[config.mk]
export PLATFORM = sky130hd
export DESIGN_NAME = fb_write_arbiter
export DESIGN_NICKNAME = d
export VERILOG_FILES = /design/src/rtl/fb_write_arbiter.sv
export SDC_FILE = /design/constraint.sdc
export NUM_CORES = 1
export LEC_CHECK = 0
export CORE_ASPECT_RATIO = 1.4
export CORE_MARGIN = 2
export CORE_UTILIZATION = 42
export DETAILED_ROUTE_END_ITERATION = 10
export HOLD_SLACK_MARGIN = 0.12
export PLACE_DENSITY_LB_ADDON = 0.25
export REMOVE_ABC_BUFFERS = 1
export SYNTH_ARGS = -nofsm -noshare
export SYNTH_HDL_FRONTEND = slang
export SYNTH_SLANG_ARGS = --single-unit
[constraint.sdc]
create_clock -name clock -period 2 [get_ports clock]
set_input_delay 0.4 -clock clock [delete_from_list [all_inputs] [get_ports clock]]
set_output_delay 0.4 -clock clock [all_outputs]
set_load 0.02 [all_outputs]
[src/rtl/fb_write_arbiter.sv]
`default_nettype none
// ============================================================================
//  Module   : fb_write_arbiter
//  Purpose  : Round-robin owner of the frame-buffer write port; each grant
//             covers a whole burst and is force-released after MAX_BURST.
//  Revision : 1.0 - initial release
// ============================================================================
module fb_write_arbiter #(
    parameter int ADDR_W    = 19,
    parameter int DATA_W    = 3,
    parameter int MAX_BURST = 1024
) (
    input  logic                  clock,
    input  logic                  resetn,
    input  logic [2:0]            req,
    input  logic [3*ADDR_W-1:0]   waddr,
    input  logic [3*DATA_W-1:0]   wdata,
    input  logic [2:0]            wen,
    output logic [2:0]            grant,
    output logic [1:0]            owner,
    output logic                  preempt,
    output logic [ADDR_W-1:0]     mem_waddr,
    output logic [DATA_W-1:0]     mem_wdata,
    output logic                  mem_wenable
);

    localparam int CNT_W = $clog2(MAX_BURST);

    localparam logic [1:0] S_IDLE  = 2'd0;
    localparam logic [1:0] S_GRANT = 2'd1;
    localparam logic [1:0] S_GAP   = 2'd2;

    localparam logic [1:0]       c_NO_OWNER = 2'd3;
    localparam logic [1:0]       c_LAST_RST = 2'd2;
    localparam logic [CNT_W-1:0] c_CNT_LAST = CNT_W'(MAX_BURST - 1);
    localparam logic [CNT_W-1:0] c_CNT_ONE  = CNT_W'(1);

    logic [1:0]        r_state;
    logic [2:0]        r_grant;
    logic [1:0]        r_owner;
    logic [1:0]        r_last;
    logic [CNT_W-1:0]  r_cnt;
    logic              r_preempt;
    logic [ADDR_W-1:0] r_mem_waddr;
    logic [DATA_W-1:0] r_mem_wdata;
    logic              r_mem_wen;

    logic [1:0]        w_state_nxt;
    logic [2:0]        w_grant_nxt;
    logic [1:0]        w_owner_nxt;
    logic [1:0]        w_last_nxt;
    logic [CNT_W-1:0]  w_cnt_nxt;
    logic              w_preempt_nxt;
    logic [ADDR_W-1:0] w_mem_waddr_nxt;
    logic [DATA_W-1:0] w_mem_wdata_nxt;
    logic              w_mem_wen_nxt;

    logic              w_win_vld;
    logic [1:0]        w_win;
    logic [2:0]        w_win_onehot;
    logic              w_own_req;
    logic              w_own_wen;
    logic [ADDR_W-1:0] w_own_addr;
    logic [DATA_W-1:0] w_own_data;
    logic              w_cnt_last;

    // Scan starts just after the previous owner; wen plays no part here.
    always_comb begin
        w_win_vld = |req;
        w_win     = 2'd0;
        case (r_last)
            2'd0: begin
                if (req[1])      w_win = 2'd1;
                else if (req[2]) w_win = 2'd2;
                else             w_win = 2'd0;
            end
            2'd1: begin
                if (req[2])      w_win = 2'd2;
                else if (req[0]) w_win = 2'd0;
                else             w_win = 2'd1;
            end
            default: begin
                if (req[0])      w_win = 2'd0;
                else if (req[1]) w_win = 2'd1;
                else             w_win = 2'd2;
            end
        endcase
    end

    assign w_win_onehot = 3'b001 << w_win;

    always_comb begin
        w_own_req  = 1'b0;
        w_own_wen  = 1'b0;
        w_own_addr = waddr[0 +: ADDR_W];
        w_own_data = wdata[0 +: DATA_W];
        case (r_owner)
            2'd0: begin
                w_own_req  = req[0];
                w_own_wen  = wen[0];
                w_own_addr = waddr[0 +: ADDR_W];
                w_own_data = wdata[0 +: DATA_W];
            end
            2'd1: begin
                w_own_req  = req[1];
                w_own_wen  = wen[1];
                w_own_addr = waddr[ADDR_W +: ADDR_W];
                w_own_data = wdata[DATA_W +: DATA_W];
            end
            2'd2: begin
                w_own_req  = req[2];
                w_own_wen  = wen[2];
                w_own_addr = waddr[2*ADDR_W +: ADDR_W];
                w_own_data = wdata[2*DATA_W +: DATA_W];
            end
            default: begin
                w_own_req = 1'b0;
                w_own_wen = 1'b0;
            end
        endcase
    end

    assign w_cnt_last = (r_cnt == c_CNT_LAST);

    always_comb begin
        w_state_nxt     = r_state;
        w_grant_nxt     = r_grant;
        w_owner_nxt     = r_owner;
        w_last_nxt      = r_last;
        w_cnt_nxt       = r_cnt;
        w_preempt_nxt   = 1'b0;
        w_mem_waddr_nxt = r_mem_waddr;
        w_mem_wdata_nxt = r_mem_wdata;
        w_mem_wen_nxt   = 1'b0;
        case (r_state)
            S_IDLE: begin
                if (w_win_vld) begin
                    w_state_nxt = S_GRANT;
                    w_grant_nxt = w_win_onehot;
                    w_owner_nxt = w_win;
                    w_cnt_nxt   = '0;
                end
            end
            S_GRANT: begin
                // The owner's write on the releasing edge is still forwarded.
                w_mem_waddr_nxt = w_own_addr;
                w_mem_wdata_nxt = w_own_data;
                w_mem_wen_nxt   = w_own_wen;
                w_cnt_nxt       = r_cnt + c_CNT_ONE;
                if (!w_own_req || w_cnt_last) begin
                    w_state_nxt   = S_GAP;
                    w_grant_nxt   = 3'b000;
                    w_owner_nxt   = c_NO_OWNER;
                    w_last_nxt    = r_owner;
                    w_cnt_nxt     = '0;
                    w_preempt_nxt = w_own_req & w_cnt_last;
                end
            end
            S_GAP: begin
                w_state_nxt = S_IDLE;
            end
            default: begin
                w_state_nxt = S_IDLE;
                w_grant_nxt = 3'b000;
                w_owner_nxt = c_NO_OWNER;
            end
        endcase
    end

    always_ff @(posedge clock) begin
        if (!resetn) begin
            r_state     <= S_IDLE;
            r_grant     <= 3'b000;
            r_owner     <= c_NO_OWNER;
            r_last      <= c_LAST_RST;
            r_cnt       <= '0;
            r_preempt   <= 1'b0;
            r_mem_waddr <= '0;
            r_mem_wdata <= '0;
            r_mem_wen   <= 1'b0;
        end else begin
            r_state     <= w_state_nxt;
            r_grant     <= w_grant_nxt;
            r_owner     <= w_owner_nxt;
            r_last      <= w_last_nxt;
            r_cnt       <= w_cnt_nxt;
            r_preempt   <= w_preempt_nxt;
            r_mem_waddr <= w_mem_waddr_nxt;
            r_mem_wdata <= w_mem_wdata_nxt;
            r_mem_wen   <= w_mem_wen_nxt;
        end
    end

    assign grant       = r_grant;
    assign owner       = r_owner;
    assign preempt     = r_preempt;
    assign mem_waddr   = r_mem_waddr;
    assign mem_wdata   = r_mem_wdata;
    assign mem_wenable = r_mem_wen;

endmodule
`default_nettype wire

# After elaboration in Yosys (flattened, before gate mapping)
# Index checks and enable logic that the tools add are counted.
[op_classes] div_mod_pow=0 eq_ne=8 n_shift=1 n_reduce_logical=13 n_mux=23 mul=0 n_bitwise=2 n_addsub=1 magnitude_cmp=0
[ops] cell="19-bit case mux with 2 select lines" count=1
[ops] cell="10-bit two-way mux" count=2
[ops] cell="10-bit case mux with 2 select lines" count=1
[ops] cell="2-bit two-way mux" count=9
[ops] cell="10-bit by 1-bit adder with 10-bit output (second input constant)" count=1
[ops] cell="10-bit == test (second input constant)" count=1
[ops] cell="3-bit case mux with 3 select lines" count=1
[ops] cell="2-bit case mux with 2 select lines" count=2
[ops] cell="2-bit AND reduction" count=4
[ops] cell="2-bit by 1-bit == test with 1-bit output (second input constant)" count=3
[ops] cell="2-bit logical NOT" count=3
[ops] cell="3-bit two-way mux" count=2
[ops] cell="1-bit case mux with 3 select lines" count=2
[ops] cell="2-bit case mux with 3 select lines" count=1
[ops] cell="3-bit case mux with 2 select lines" count=1
[ops] cell="3-bit AND reduction" count=2
[ops] cell="2-bit == test (second input constant)" count=2
[ops] cell="2-bit != test (second input constant)" count=2
[ops] cell="3-bit OR reduction" count=1
[ops] cell="1-bit by 2-bit << shifter with 3-bit output (first input constant)" count=1
[ops] cell="2-bit nonzero test" count=1
[ops] cell="1-bit bitwise AND" count=1
[ops] cell="1-bit logical NOT" count=1
[ops] cell="1-bit logical OR" count=1
[ops] cell="2 further kinds" count=2
[word_totals] mem_bits_ro=0 elab_cells=57 output_inout_bits=29 ff_bits=43 ram_bits=0 memories=0 latchBits=0

# Depth between registers and ports, before layout
# Gate-level depths: netlist of the first run.
[logic_depth] word_depth=6 mapped_depth=8

# Worst setup path before layout of the first run
# No wires, ideal clock.
[synth_timing] kind="reg2reg" from="register r_owner[1], in the netlist owner[1]" to="register r_grant[1], in the netlist grant[1]" synth_period_minus_slack_ns=1.967 slack_ns=0.033 required_ns=1.928 t_arrival_ns=1.896 n_path_buf=2 path_stages_with_launch=9 cell_sequence="dfxtp_1 > inv_1 > ha_1 > buf_2 > a222oi_1 > a31o_4 > o32a_1 > buf_6 > mux2i_1"
[synth_via] elab_chain_cells=6 elab_cells_between_ends=8 classes_between="eq/ne (3); mux (1); reduce/logical (4)"
[synth_lines] element="start: declaration" line_no="40" source="logic [1:0] r_owner;"
[synth_lines] element="start signal: assignment" line_no="174" source="r_owner <= c_NO_OWNER;"
[synth_lines] element="start signal: assignment" line_no="184" source="r_owner <= w_owner_nxt;"
[synth_lines] element="2-bit == test (tied with other cells)" line_no="97" source="case (r_owner)"
[synth_lines] element="1-bit case mux with 3 select lines (*)" line_no="97"
[synth_lines] element="1-bit logical NOT (*)" line_no="150" source="if (!w_own_req || w_cnt_last) begin"
[synth_lines] element="1-bit logical OR (*)" line_no="150"
[synth_lines] element="2-bit != test (no source line) (*)"
[synth_lines] element="3-bit AND reduction (no source line) (*)"
[synth_lines] element="end signal: assignment" line_no="183" source="r_grant <= w_grant_nxt;"
[synth_lines] element="end: declaration" line_no="39" source="logic [2:0] r_grant;"
# Mark *: on every way between the ends. The rest lies on a longest branch, timed or not.
# A chain may end at the register's enable or synchronous reset.

# Worst setup path in the final report of the first run
[layout_timing] from="input port req[0]" to="register r_owner[1], in the netlist owner[1]"
[layout_via] elab_chain_cells=5 elab_cells_between_ends=11 classes_between="eq/ne (2); mux (5); reduce/logical (4)"
[layout_lines] element="start: declaration" line_no="15" source="input logic [2:0] req,"
[layout_lines] element="1-bit case mux with 3 select lines" line_no="97"
[layout_lines] element="1-bit logical NOT" line_no="150"
[layout_lines] element="1-bit logical OR" line_no="150"
[layout_lines] element="2-bit != test (no source line)"
[layout_lines] element="3-bit AND reduction (no source line)"
# Several ways; a longest one is shown, not always the timed one. The select of a mux whose other input is x is not followed.

==> results of run 1 <==
[where the power goes]
group	leakage [nW]	switching, mW	internal (mW)
sequential	0.350	0.0914	0.985
clock	0.0612	0.283	0.404
combinational	0.910	0.802	0.742
[sequential cells by signal (all words and copies together) (netlist names)]
name / count
r_cnt: 10
preempt: 1
r_last: 2
mem_wenable: 1
grant: 3
owner: 2
r_state: 2
mem_wdata: 3
mem_waddr: 19
[final cells by class]
class                           count  area [sq um]  area share [%]
Clock buffer                        6          82.6            2.28
Clock inverter                      2          35.0           0.968
Inverter                            2          7.51           0.207
Multi-Input combinational cell    209          1350            37.2
Sequential cell                    43           862            23.8
Tap cell                           68          85.1            2.35
Timing Repair Buffer              124          1200            33.2
[how the worst max path moves through the flow]
| stage | to | slack (ns) | depth (start not counted) |
|---|---|---|---|
| 2_1_floorplan | owner[1] | -0.25 | 5 |
| 3_3_place_gp | grant[0] | -0.08 | 6 |
| 3_5_place_dp | owner[0] | -0.16 | 6 |
| 4_1_cts | grant[1] | 0.05 | 7 |
| 5_1_grt | grant[0] | -0.002 | 8 |
| 6_report | owner[1] | 0.10 | 7 |
[worst reg2reg max path, stage by stage, from the launching register on]
cell	delay [ns]
dfxtp_1	0.39
inv_1	0.09
ha_1	0.24
a222oi_1	0.33
buf_4	0.19
a31o_4	0.11
o32a_1	0.14
buf_4	0.16
mux2i_1	0.18
[cell usage after synthesis, types with 2 or more instances]
cell	n
a211oi_1	22
a21boi_0	2
a21oi_1	25
a222oi_1	2
a22oi_1	23
and2_1	2
and3_1	2
and3b_1	2
buf_2	3
buf_6	2
clkbuf_1	17
dfxtp_1	43
ha_1	5
inv_1	2
mux2i_1	5
nand2_1	8
nand2b_1	4
nand3_1	6
nand4_1	3
nor2_1	33
nor2b_1	26
nor3_1	5
o211ai_1	2
o21ai_0	4
or3_1	2
or4_1	2
xnor2_1	3
xor2_1	3
[kinds of logic after synthesis]
| family | synth area share [%] |
|---|---|
| AOI/OAI and AO/OA | 26.5 |
| and+or+nand+nor | 24.4 |
| buffers and inverters | 4.91 |
| xor gates and xnor gates | 2.26 |
| adders and majority gates | 2.70 |
| muxes | 2.16 |
| DFF | 37.1 |
[layer usage]
metal  share of wire [%]  vias to the layer above
met4                 2.0                        0
li1                    -                     1228
met1                  39                     1126
met5                   0                        -
met3                 9.5                       14
met2                  49                      113
[timing repair]
action | in CTS | in global routing
gates resized for setup | 0 | 2
setup endpoints to repair | 0 | 12
setup buffers | 0 | 1
==> flow_metrics.tcl, run 1 <==
set metrics [dict create \
    status "completed" \
    diodes 0 \
    finClkSkew_ns 0.00383 \
    grt_pass1_wl_um 11000 \
    min_to "grant[1]" \
    power-per-cell-area_nw_per_um2 913 \
    crit_arrival_ns 2.06 \
    setup_ws_ns 0.101 \
    synth_cell_types 47 \
    fmax_ghz 0.527 \
    viasPerCell 5.46 \
    place_ws_ns -0.158 \
    synth_ff_type "dfxtp_1" \
    mostFrequentLayoutCell "clkdlybuf4s50_1" \
    core_sq_um 5410 \
    cts_buffers 5 \
    whs_ns 0.465 \
    maxCapViolCount 0 \
    grt_use_met1_pct 25.4 \
    drv_slew 0 \
    start_kind "input port" \
    yosysTopAreaCellShare_pct 37.1 \
    wl_per_cell_um 15.3 \
    io_buffers 102 \
    antenna_found_initial 0 \
    wirelength_um 6950 \
    synth_warnings 0 \
    cp_slowest_cell "clkdlybuf4s50_1" \
    stdcell_count 454 \
    clkLatencyLatePin_ns 0.28 \
    cts_tree "yes" \
    setup_viol 0 \
    place_area_sq_um 3490 \
    dr.pass1.iters 4 \
    yosys.area.top_type "dfxtp_1" \
    hold_depth 2 \
    r2r-start "owner[0]" \
    area_growth_pct 56.0 \
    clock-sinks 43 \
    drc 0 \
    finalCritPeriodShare_pct 95.0 \
    cpMostUsedCell "buf_4" \
    power_mw 3.31 \
    p_leak_nw 1.32 \
    track_usage_pct 22.7 \
    fin_nets 464 \
    ys_seq_area_share_pct 37.1 \
    overflow 0 \
    layout_common_cells "clkdlybuf4s50_1 (102), dfxtp_1 (42), nor2_1 (33), nor2b_1 (26), a21oi_1 (25)" \
    startpoint "req[0]" \
    peakVddDrop_v 0.000529 \
    critPathBufInv 3 \
    yosys-top-cells-area "dfxtp_1 (37%), a22oi_1 (7.4%), a211oi_1 (7.1%)" \
    r2r_slack_ns 0.12 \
    gp_congestion 0.869 \
    nFillCells 472 \
    final.min_clock_period_ns 1.90 \
    die_w_um 66.8 \
    synth_edf_count 0 \
    worst_pin_slew_ns 0.338 \
    crit_type "input port to flip-flop" \
    die_h_um 92.0 \
    use_met3_pct 4.54 \
    drive_gt1_share_pct 9.33 \
    relSlewSlack_pct 77.5 \
    syn_avg_cell_area_sq_um 8.38 \
    fin_util_pct 67.0 \
    vias 2481 \
    timing.setup.tns_ns 0 \
    end_kind "flip-flop" \
    first_iter_violations 118 \
    cts_hold_buf 0 \
    io_pins 103 \
    netlist_instances 277 \
    critPathRequiredTime_ns 2.16 \
    path_max_fanout 7 \
    synth-seq-cells 43 \
    initial_utilization_pct 42.9 \
    grt_pass1_vias 2309 \
    synth_async_sr_flop_share_pct 0 \
    dp.cells 445 \
    finalHoldViolations 0 \
    syn_area_sq_um 2320 \
    clk_pin_slew_ns 0.08 \
    rr_endpoint "owner[1]" \
    critPathTopFamily "buffers and inverters" \
    holdCritPathClass "flip-flop to flip-flop" \
    postLayoutCellArea_sq_um 3620 \
    num_rows 32 \
    grt_max_degree 45 \
    crit_chain "clkdlybuf4s50_1 > a222oi_1 > buf_4 > a31o_4 > o32a_1 > buf_4 > mux2i_1" \
    use_met2_pct 41.3 \
    place_hpwl_um 5150 \
    dieArea_sq_um 6150 \
    drtAntennaViolNets 0 \
    clockBufferDepth 2 \
    reg2reg_depth 8 \
    hp-start "grant[1]" \
    cts-root-buf "clkbuf_8" \
    cts.htree.levels 2 \
    grt_busiest_layer "met2" \
    slowest_delay_ns 0.58 \
]
Power figures use the tool's default switching activity.
==> run 2, diff against run 1 <==
--- a/config.mk
+++ b/config.mk
@@ -9,7 +9,7 @@
 export CORE_MARGIN = 2
 export CORE_UTILIZATION = 42
 export DETAILED_ROUTE_END_ITERATION = 10
-export HOLD_SLACK_MARGIN = 0.12
+export HOLD_SLACK_MARGIN = 0.05
 export PLACE_DENSITY_LB_ADDON = 0.25
 export REMOVE_ABC_BUFFERS = 1
 export SYNTH_ARGS = -nofsm -noshare
==> results of run 2 <==
No change in the layout: final DEF, timing and power equal those of run 1.
==> run 3, diff against run 2 <==
--- a/config.mk
+++ b/config.mk
@@ -12,6 +12,7 @@
 export HOLD_SLACK_MARGIN = 0.05
 export PLACE_DENSITY_LB_ADDON = 0.25
 export REMOVE_ABC_BUFFERS = 1
+export SKIP_CTS_REPAIR_TIMING = 1
 export SYNTH_ARGS = -nofsm -noshare
 export SYNTH_HDL_FRONTEND = slang
 export SYNTH_SLANG_ARGS = --single-unit
==> results of run 3 <==
No change in the layout: final DEF, timing and power equal those of run 1.
